==> src/rtl/tm1638_source_arbiter_if.sv <==
`default_nettype none
// +--------------------------------------------------------------------------+
// | tm1638_source_arbiter_if : source-side and driver-side bundle for the    |
// |                            TM1638 frame-source arbiter                   |
// | Revision : 1.0                                                           |
// +--------------------------------------------------------------------------+
interface tm1638_source_arbiter_if #(
  parameter int NUM_SRC = 8,
  parameter int SEG_W   = 64,
  parameter int LED_W   = 8,
  parameter int SEL_W   = $clog2(NUM_SRC)
);
  logic                     i_Next;
  logic [NUM_SRC*SEG_W-1:0] i_Segments;
  logic [NUM_SRC*LED_W-1:0] i_Leds;
  logic [NUM_SRC-1:0]       i_Valid;
  logic                     i_Drv_Busy;
  logic [SEG_W-1:0]         o_Segments;
  logic [LED_W-1:0]         o_Leds;
  logic                     o_Valid;
  logic [SEL_W-1:0]         o_Sel;
  logic [15:0]              o_Overwrites;

  // master: frame sources plus driver status; slave: the arbiter itself
  modport master (
    output i_Next, i_Segments, i_Leds, i_Valid, i_Drv_Busy,
    input  o_Segments, o_Leds, o_Valid, o_Sel, o_Overwrites
  );

  modport slave (
    input  i_Next, i_Segments, i_Leds, i_Valid, i_Drv_Busy,
    output o_Segments, o_Leds, o_Valid, o_Sel, o_Overwrites
  );
endinterface
`default_nettype wire

==> src/rtl/tm1638_source_arbiter.sv <==
`default_nettype none
// +--------------------------------------------------------------------------+
// | tm1638_source_arbiter : buffers NUM_SRC frame sources and feeds the      |
// |   selected one to tm1638_driver when idle. Optional diagnostics via      |
// |   macro TM1638_SOURCE_ARBITER_DIAG_EN.                                   |
// | Revision : 1.0                                                           |
// +--------------------------------------------------------------------------+
module tm1638_source_arbiter #(
  parameter int NUM_SRC     = 8,
  parameter int SEG_W       = 64,
  parameter int LED_W       = 8,
  parameter int AUTO_CYCLES = 0,
  parameter int SEL_W       = $clog2(NUM_SRC)
) (
  input  logic                   i_Clk,
  input  logic                   i_Rst,
`ifdef TM1638_SOURCE_ARBITER_DIAG_EN
  output logic [1:0]             o_Diag_State,
  output logic [NUM_SRC-1:0]     o_Diag_Pending,
  output logic [NUM_SRC-1:0]     o_Diag_Loaded,
`endif
  tm1638_source_arbiter_if.slave bus
);

  typedef enum logic [1:0] {
    IDLE  = 2'd0,
    ISSUE = 2'd1,
    GUARD = 2'd2,
    DRAIN = 2'd3
  } state_t;

  localparam int               DWELL_W      = (AUTO_CYCLES > 1) ? $clog2(AUTO_CYCLES) : 1;
  localparam logic [SEL_W-1:0] C_LAST_SEL   = SEL_W'(NUM_SRC - 1);
  localparam logic [DWELL_W-1:0] C_DWELL_LAST = DWELL_W'(AUTO_CYCLES - 1);

  state_t             state_q, state_d;
  logic [SEL_W-1:0]   sel_q, sel_d;
  logic [NUM_SRC-1:0] pending_q, pending_d;
  logic [NUM_SRC-1:0] loaded_q, loaded_d;
  logic [SEG_W-1:0]   seg_buf_q [NUM_SRC];
  logic [SEG_W-1:0]   seg_buf_d [NUM_SRC];
  logic [LED_W-1:0]   led_buf_q [NUM_SRC];
  logic [LED_W-1:0]   led_buf_d [NUM_SRC];
  logic [SEG_W-1:0]   out_seg_q, out_seg_d;
  logic [LED_W-1:0]   out_led_q, out_led_d;
  logic               valid_q, valid_d;
  logic [15:0]        ovw_q, ovw_d;
  logic [DWELL_W-1:0] dwell_q, dwell_d;

  logic               auto_adv;
  logic               advance;
  logic [SEL_W-1:0]   sel_inc;

  // Selection and dwell timer; auto and manual advances collapse into one step.
  always_comb begin
    sel_inc  = (sel_q == C_LAST_SEL) ? '0 : sel_q + SEL_W'(1);
    auto_adv = 1'b0;
    dwell_d  = dwell_q;
    if (AUTO_CYCLES > 0) begin
      auto_adv = (dwell_q == C_DWELL_LAST);
      if (bus.i_Next || auto_adv) begin
        dwell_d = '0;
      end else begin
        dwell_d = dwell_q + DWELL_W'(1);
      end
    end
    advance = bus.i_Next | auto_adv;
    sel_d   = advance ? sel_inc : sel_q;
  end

  // Capture, pending bookkeeping and overwrite counting.
  always_comb begin
    seg_buf_d = seg_buf_q;
    led_buf_d = led_buf_q;
    loaded_d  = loaded_q;
    pending_d = pending_q;
    ovw_d     = ovw_q;

    // Order matters: issue clear first, so switch and capture sets win.
    if (state_q == ISSUE) begin
      pending_d[sel_q] = 1'b0;
    end
    if (advance) begin
      pending_d[sel_inc] = 1'b1;
    end
    for (int k = 0; k < NUM_SRC; k++) begin
      if (bus.i_Valid[k]) begin
        seg_buf_d[k] = bus.i_Segments[k*SEG_W +: SEG_W];
        led_buf_d[k] = bus.i_Leds[k*LED_W +: LED_W];
        pending_d[k] = 1'b1;
        loaded_d[k]  = 1'b1;
      end
    end

    if (bus.i_Valid[sel_q] && pending_q[sel_q] && (state_q != ISSUE) &&
        (ovw_q != 16'hFFFF)) begin
      ovw_d = ovw_q + 16'd1;
    end
  end

  // Issue FSM; outputs are registered so they align with the ISSUE state.
  always_comb begin
    state_d = state_q;
    case (state_q)
      IDLE:    if (pending_q[sel_q] && !bus.i_Drv_Busy) state_d = ISSUE;
      ISSUE:   state_d = GUARD;
      GUARD:   state_d = DRAIN;
      DRAIN:   if (!bus.i_Drv_Busy) state_d = IDLE;
      default: state_d = IDLE;
    endcase

    valid_d   = (state_d == ISSUE);
    out_seg_d = out_seg_q;
    out_led_d = out_led_q;
    if (state_d == ISSUE) begin
      out_seg_d = loaded_d[sel_d] ? seg_buf_d[sel_d] : '0;
      out_led_d = loaded_d[sel_d] ? led_buf_d[sel_d] : '0;
    end
  end

  always_ff @(posedge i_Clk) begin
    if (i_Rst) begin
      state_q   <= IDLE;
      sel_q     <= '0;
      pending_q <= '0;
      loaded_q  <= '0;
      seg_buf_q <= '{default: '0};
      led_buf_q <= '{default: '0};
      out_seg_q <= '0;
      out_led_q <= '0;
      valid_q   <= 1'b0;
      ovw_q     <= '0;
      dwell_q   <= '0;
    end else begin
      state_q   <= state_d;
      sel_q     <= sel_d;
      pending_q <= pending_d;
      loaded_q  <= loaded_d;
      seg_buf_q <= seg_buf_d;
      led_buf_q <= led_buf_d;
      out_seg_q <= out_seg_d;
      out_led_q <= out_led_d;
      valid_q   <= valid_d;
      ovw_q     <= ovw_d;
      dwell_q   <= dwell_d;
    end
  end

  assign bus.o_Segments   = out_seg_q;
  assign bus.o_Leds       = out_led_q;
  assign bus.o_Valid      = valid_q;
  assign bus.o_Sel        = sel_q;
  assign bus.o_Overwrites = ovw_q;

`ifdef TM1638_SOURCE_ARBITER_DIAG_EN
  assign o_Diag_State   = state_q;
  assign o_Diag_Pending = pending_q;
  assign o_Diag_Loaded  = loaded_q;
`else
  // Diagnostics compiled out; the state, pending and loaded registers stay internal.
`endif

endmodule
`default_nettype wire

==> src/flat_wrapper.sv <==
// flat-port wrapper written by rule: the top's interface ports become plain ports
module tm1638_source_arbiter_flat 
#(
  parameter int NUM_SRC     = 8,
  parameter int SEG_W       = 64,
  parameter int LED_W       = 8,
  parameter int AUTO_CYCLES = 0,
  parameter int SEL_W       = $clog2(NUM_SRC)
)
  (i_Clk, i_Rst, bus_i_Next, bus_i_Segments, bus_i_Leds, bus_i_Valid, bus_i_Drv_Busy, bus_o_Segments, bus_o_Leds, bus_o_Valid, bus_o_Sel, bus_o_Overwrites);
  tm1638_source_arbiter_if #(.NUM_SRC(NUM_SRC), .SEG_W(SEG_W), .LED_W(LED_W), .SEL_W(SEL_W)) bus_i ();
  input  logic i_Clk;
  input  logic i_Rst;
  input wire logic [$bits(bus_i.i_Next)-1:0] bus_i_Next;
  input wire logic [$bits(bus_i.i_Segments)-1:0] bus_i_Segments;
  input wire logic [$bits(bus_i.i_Leds)-1:0] bus_i_Leds;
  input wire logic [$bits(bus_i.i_Valid)-1:0] bus_i_Valid;
  input wire logic [$bits(bus_i.i_Drv_Busy)-1:0] bus_i_Drv_Busy;
  output wire logic [$bits(bus_i.o_Segments)-1:0] bus_o_Segments;
  output wire logic [$bits(bus_i.o_Leds)-1:0] bus_o_Leds;
  output wire logic [$bits(bus_i.o_Valid)-1:0] bus_o_Valid;
  output wire logic [$bits(bus_i.o_Sel)-1:0] bus_o_Sel;
  output wire logic [$bits(bus_i.o_Overwrites)-1:0] bus_o_Overwrites;
  assign bus_i.i_Next = bus_i_Next;
  assign bus_i.i_Segments = bus_i_Segments;
  assign bus_i.i_Leds = bus_i_Leds;
  assign bus_i.i_Valid = bus_i_Valid;
  assign bus_i.i_Drv_Busy = bus_i_Drv_Busy;
  assign bus_o_Segments = bus_i.o_Segments;
  assign bus_o_Leds = bus_i.o_Leds;
  assign bus_o_Valid = bus_i.o_Valid;
  assign bus_o_Sel = bus_i.o_Sel;
  assign bus_o_Overwrites = bus_i.o_Overwrites;
  tm1638_source_arbiter #(.NUM_SRC(NUM_SRC), .SEG_W(SEG_W), .LED_W(LED_W), .AUTO_CYCLES(AUTO_CYCLES), .SEL_W(SEL_W)) u_core (.i_Clk(i_Clk), .i_Rst(i_Rst), .bus(bus_i));
endmodule
==> config.mk <==
export PLATFORM = sky130hd
export DESIGN_NAME = tm1638_source_arbiter_flat
export DESIGN_NICKNAME = d
export VERILOG_FILES = /design/src/rtl/tm1638_source_arbiter_if.sv /design/src/rtl/tm1638_source_arbiter.sv /design/src/flat_wrapper.sv
export SDC_FILE = /design/constraint.sdc
export NUM_CORES = 1
export LEC_CHECK = 0
export CORE_AREA = 8 8 257 259
export DETAILED_ROUTE_END_ITERATION = 12
export DIE_AREA = 0 0 265 267
export GPL_TIMING_DRIVEN = 1
export HOLD_SLACK_MARGIN = 0.03
export PLACE_DENSITY = 0.75
export RECOVER_POWER = 25
export SLEW_MARGIN = 10
export SYNTH_ARGS = -nofsm -noshare
export SYNTH_HDL_FRONTEND = slang
export SYNTH_SLANG_ARGS = --single-unit
==> constraint.sdc <==
create_clock -name i_Clk -period 5.2 [get_ports i_Clk]
set_input_delay 0.52 -clock i_Clk [delete_from_list [all_inputs] [get_ports i_Clk]]
set_output_delay 0.52 -clock i_Clk [all_outputs]
set_load 0.02 [all_outputs]
======== Yosys cells after proc, flatten, opt, wreduce, memory -nomap -nowiden ========
Index checks and enable logic that the tools add are counted.
operators by class
  order comparisons ....................... 6
  reductions and logical operators ........ 8
  $add $sub $neg .......................... 2
  bitwise logic cells ..................... 4
  eq/ne operators ......................... 7
  muxes and demuxes ....................... 57
operators by type and width
  kind                   number
  $mux 64                11
  $bmux 64 s3            1
  $mux 8                 13
  $bmux 8 s3             1
  $mux 1                 21
  $add 16x1->16 const B  1
  $ne 16x16->1 const B   1
  $lt 3x4->1 const B     3
  $bmux 1 s3             3
  $and 8x8->8            1
  $not 8->8              1
  $or 8x8->8             1
  $pmux 2 s4             1
  $demux 1 s3            2
  $ge 3x1->1 const B     2
  $logic_and 1x1->1      6
  $mux 3                 2
  $eq 2x1->1 const B     2
  $eq 2x2->1 const B     2
  $ge 4x4->1 const B     1
  $mux 2                 2
  $not 3->4              1
  $add 3x1->3 const B    1
  $eq 3x3->1 const B     1
  3 further kinds        3
storage, ports and cells
  bits of input ports ..................... 588
  word-level logic and storage cells ...... 108
  register bits ........................... 686
  output and inout port bits .............. 92

======== Logic depth before layout (Yosys ltp) ========
  depth in word-level cells ............... 10
  depth in mapped cells ................... 10
  depth with buffers taken out ............ 7

======== Worst setup path after synthesis ========
OpenSTA, ideal clock, no wires.
  path kind ............................... flip-flop to flip-flop
  start ................................... register u_core.sel_q[0] (netlist: u_core.bus.o_Sel[0])
  end ..................................... register u_core.out_seg_q[12] (netlist: u_core.bus.o_Segments[12])
  library setup time ...................... 0.130 ns
  period minus slack after synthesis ...... 2.712 ns
  path slack .............................. 2.488 ns
  buffers on the path ..................... 2
  data required time ...................... 5.070 ns
  data arrival time ....................... 2.581 ns
  stages on the path, launching flop included .. 10
  cell sequence ........................... dfxtp_1 ha_1 ha_1 or3b_2 buf_2 nand2_1 mux4_2 o221ai_2 clkbuf_1 o31ai_1
on the way
  cells in the longest elaborated chain, start to end .. 8
  elaborated cells between the ends (all ways) .. 17
  classes of those cells .................. add/sub: 1; eq/ne: 2; mux: 12; bitwise: 1; reduce/logical: 1
ends and longest elaborated chain
  item                                              RTL line                      source
  start, declared                                   tm1638_source_arbiter.sv:37   logic [SEL_W-1:0] sel_q, sel_d;
  start signal, assigned                            tm1638_source_arbiter.sv:136  sel_q <= sel_d;
  $add 3x1->3 / $eq 3x3->1 (equally long branches)  tm1638_source_arbiter.sv:56   sel_inc = (sel_q == C_LAST_SEL) ? '0 : sel_q + SEL_W'(1);
  $mux 3                                            tm1638_source_arbiter.sv:56
  $mux 3                                            tm1638_source_arbiter.sv:68   sel_d = advance ? sel_inc : sel_q;
  $not 3->4 (not written as such)                   tm1638_source_arbiter.sv:116  out_seg_d = loaded_d[sel_d] ? seg_buf_d[sel_d] : '0;
  $bmux 64 s3                                       tm1638_source_arbiter.sv:116
  $mux 64 (not written as such) (2 in series)       tm1638_source_arbiter.sv:116
  $mux 64                                           tm1638_source_arbiter.sv:116
  end signal, assigned                              tm1638_source_arbiter.sv:141  out_seg_q <= out_seg_d;
  end, declared                                     tm1638_source_arbiter.sv:44   logic [SEG_W-1:0] out_seg_q, out_seg_d;
Parallel ways exist; a longest one is shown, timed or not. The select of a mux whose other input is x is not followed.
A chain may end at the register's enable or synchronous reset.

======== Worst setup path after layout ========
  start ................................... input port bus_i_Valid[3]
  end ..................................... register u_core.out_led_q[1] (netlist: u_core.bus.o_Leds[1])
on the way
  cells in the longest elaborated chain, start to end .. 5
  elaborated cells between the ends (all ways) .. 8
  classes of those cells .................. mux: 8
ends and longest elaborated chain
  item                                        RTL line                      source
  start, declared                             flat_wrapper.sv:17            input wire logic [$bits(bus_i.i_Valid)-1:0] bus_i_Valid;
  $mux 8                                      tm1638_source_arbiter.sv:87   if (bus.i_Valid[k]) begin
  $bmux 8 s3                                  tm1638_source_arbiter.sv:117  out_led_d = loaded_d[sel_d] ? led_buf_d[sel_d] : '0;
  $mux 8 (not written as such) (2 in series)  tm1638_source_arbiter.sv:117
  $mux 8 *                                    tm1638_source_arbiter.sv:117
  end signal, assigned                        tm1638_source_arbiter.sv:142  out_led_q <= out_led_d;
  end, declared                               tm1638_source_arbiter.sv:45   logic [LED_W-1:0] out_led_q, out_led_d;
Mark *: on every way between the ends. The rest lies on a longest branch, timed or not. The select of a mux whose other input is x is not followed.

==> summary.txt <==
Nets = 4120
# port buffers = 679
H-tree lvl count = 3
Clock Tree Root = clkbuf_16
Fin. Hold Viols = 0
Sw Share = 26.5%
Outcome = finished with violations
Worst-margin pin slew = 3.84 ns
Clock share of power = 40.2%
Clock skew = 0.0251 ns
Sw power = 3.48 mW
Slowest stage cell, crit path = clkbuf_1
Worst-Skew Late Latency = 0.62 ns
Post-synth ARST share = 0%
Vias = 25600
Crit share post-route = 83.8%
Starting Density = 47.2%
Initial antenna violation count = 45
RSZ-0062 raised after global routing = no
Syn Nets = 3601
Global route overflow = 0
Setup tns final = 0 ns
Post-cts resize count = 0
Clk buf depth = 3
Max frequency = 230 MHz
Per-cell routed wire length = 24.9 um
DRC = 0
Power Total = 13.1 mW
Critical Path AT = 4.81 ns
Finished Cell Area = 0.0390 mm2
Placer Congestion = 0.892
Worst vdd ir = 0.000215 V
Vias/cell = 5.79
Worst hold slack = 0.420 ns
Max Cap Violations = 10
Placed instance area = 0.0366 mm2
Crit path kind = in -> reg
WL final = 110 mm
Area delta synth->final = 33.0%
Max-slew violation count = 465
CTS buffer count = 74
Share of total power in combinational logic = 16.7%
PD cells = 337 mW/mm2
Syn Area/Cell = 9.74 um2
Yosys reg bits = 686
Layout cell share with drive strength beyond 1 = 4.88%
Dpl cells = 4251
Final cell utilization of the core = 62.7%
Setup violators final = 0
Gr usage total = 29.4%
Most frequent cells in the layout = dfxtp_1, clkdlybuf4s50_1, mux2i_1
Post-synth EDFFs = 0
WP data required = 5.66 ns
Detail Route Antenna Nets = 0
CTS Hold Buffers Added = 0
Die area = 0.0708 mm2
Commonest non-fill, non-tap cell in the layout = dfxtp_1
Die width = 265 um
Final WS setup = 0.844 ns
CP Cell Sequence = clkbuf_1 > clkbuf_1 > mux2i_1 > a21boi_0 > a211oi_1 > a2111oi_0 > o31ai_1
Pre-antenna DRT Iters = 6
Post-CTS setup buffer count = 0
Die span in y = 267 um
Most frequent CP cell = clkbuf_1
HP Class = in -> reg
Number of global-route vias before repair = 25400
Cell Count, Final, Fillers Out = 4415
CTS tree = yes
Top-level I/O count = 680
Sequential share of power = 43.1%
DRT iter0 DRCs = 2153
Reg clk slew, reported paths = 0.06 ns
DP HPWL = 72.6 mm
Synth Flop Type = dfxtp_1
Sequential area share after synthesis = 46.8%
Crit path max fanout = 24
Synth warn = 0
Gate Count Post-Synth = 3009
Failing checks = max-capacitance violations, max-slew violations
Rows = 92
CP max stage delay = 1.76 ns
Tmin final = 4.36 ns
Clock Sinks = 686
Core area = 0.0622 mm2
Netlist cell types = 47
Setup crit start kind = input port
Crit path buffers/inverters = 2
Setup crit end kind = flop
Crit path max-delay family = buffers and inverters
Place WS = 1.53 ns
Pint = 9.66 mW
Slew margin rel. = -156%
Lkg Pwr = 16.0 nW
Mapped Area = 0.0293 mm2
First-pass GRT wire length = 160 mm
Largest net degree at the start of global routing = 205
## worst register-to-register path, stage by stage, from the launching register on
cell and delay (ns):
dfxtp_1 0.30, buf_4 0.21, ha_1 0.26, ha_1 0.41, nand2b_1 0.18, o22a_4 0.59, buf_4 0.67, a211oi_1 0.17
a2111oi_0 0.56, o31ai_1 0.11
## synthesized netlist by cell type, types with 4 or more instances
master	instances	area, um2
dfxtp_1	686	13700
mux2i_1	658	6590
nor2_1	594	2230
a211oi_1	217	1630
a21boi_0	216	1620
clkbuf_1	209	785
o31ai_1	82	616
nand2_1	81	304
a2111oi_0	72	631
buf_1	41	154
buf_2	22	110
a21oi_1	21	105
nand3_1	10	50.1
or4_1	10	75.1
o21ai_0	9	45.0
nand2b_1	7	43.8
nor2b_1	7	43.8
nor3_1	7	35.0
and2_1	5	31.3
inv_1	5	18.8
ha_1	4	50.1
or2_2	4	25.0
## kinds of logic after synthesis
group	count (synthesis)	share of synthesized area, %
buffers and inverters	279	3.72
DFF	686	46.8
AOI/OAI and AO/OA	633	16.3
and+or+nand+nor	743	10.1
adders and majority gates	4	0.171
muxes	664	22.8
## area by class of cell
| type | instances | area [um2] |
|---|---|---|
| inverters | 5 | 18.8 |
| clock buffers | 108 | 2160 |
| repair buffers | 717 | 7170 |
| multi-input cells | 2044 | 14600 |
| fillers | 5150 | 23200 |
| well taps | 799 | 1000 |
| clock inverters | 23 | 267 |
| flip-flops and latches | 686 | 13700 |
| diodes | 33 | 82.6 |
## power groups by stage
stage / Sequential (mW) / Combinational, mW / Clock [mW]
after floorplan: 5.78 / 1.14 / 0
after global placement: 5.76 / 2.13 / 0
after detailed placement: 5.77 / 2.15 / 0
after CTS: 5.65 / 2.16 / 5.35
after global routing: 5.68 / 2.33 / 5.58
final: 5.66 / 2.20 / 5.29
## routing by layer
metal	vias to the layer above	track usage, %	part of all wire (%)
met5	-	0	0.19
met3	257	7.51	8.3
met4	30	13.7	4.3
met2	1192	48.3	47
li1	11800	-	-
met1	12200	36.0	40
## final timing paths
| kind | start | endpoint | slack [ns] | depth (start not counted) |
|---|---|---|---|---|
| setup / recovery | bus_i_Valid[3] | u_core.bus.o_Leds[1]$_SDFFE_PP0N_ | 0.84 | 7 |
| hold / removal | i_Rst | u_core.seg_buf_q[129]$_SDFF_PP0_ | 0.42 | 2 |
| setup reg to reg | u_core.bus.o_Sel[0]$_SDFF_PP0_ | u_core.bus.o_Segments[38]$_SDFFE_PP0N_ | 1.62 | 9 |
| hold reg to reg | u_core.bus.o_Leds[4]$_SDFFE_PP0N_ | u_core.bus.o_Leds[4]$_SDFFE_PP0N_ | 0.45 | 2 |
## flip-flops by register name, indices dropped and copies added, names as in the netlist
signal and count:
u_core.seg_buf_q 512, u_core.bus.o_Segments 64, u_core.led_buf_q 64, u_core.bus.o_Overwrites 16, u_core.bus.o_Leds 8, u_core.loaded_q 8, u_core.pending_q 8, u_core.bus.o_Sel 3
u_core.state_q 2, u_core.bus.o_Valid 1
Power figures use the tool's default switching activity.
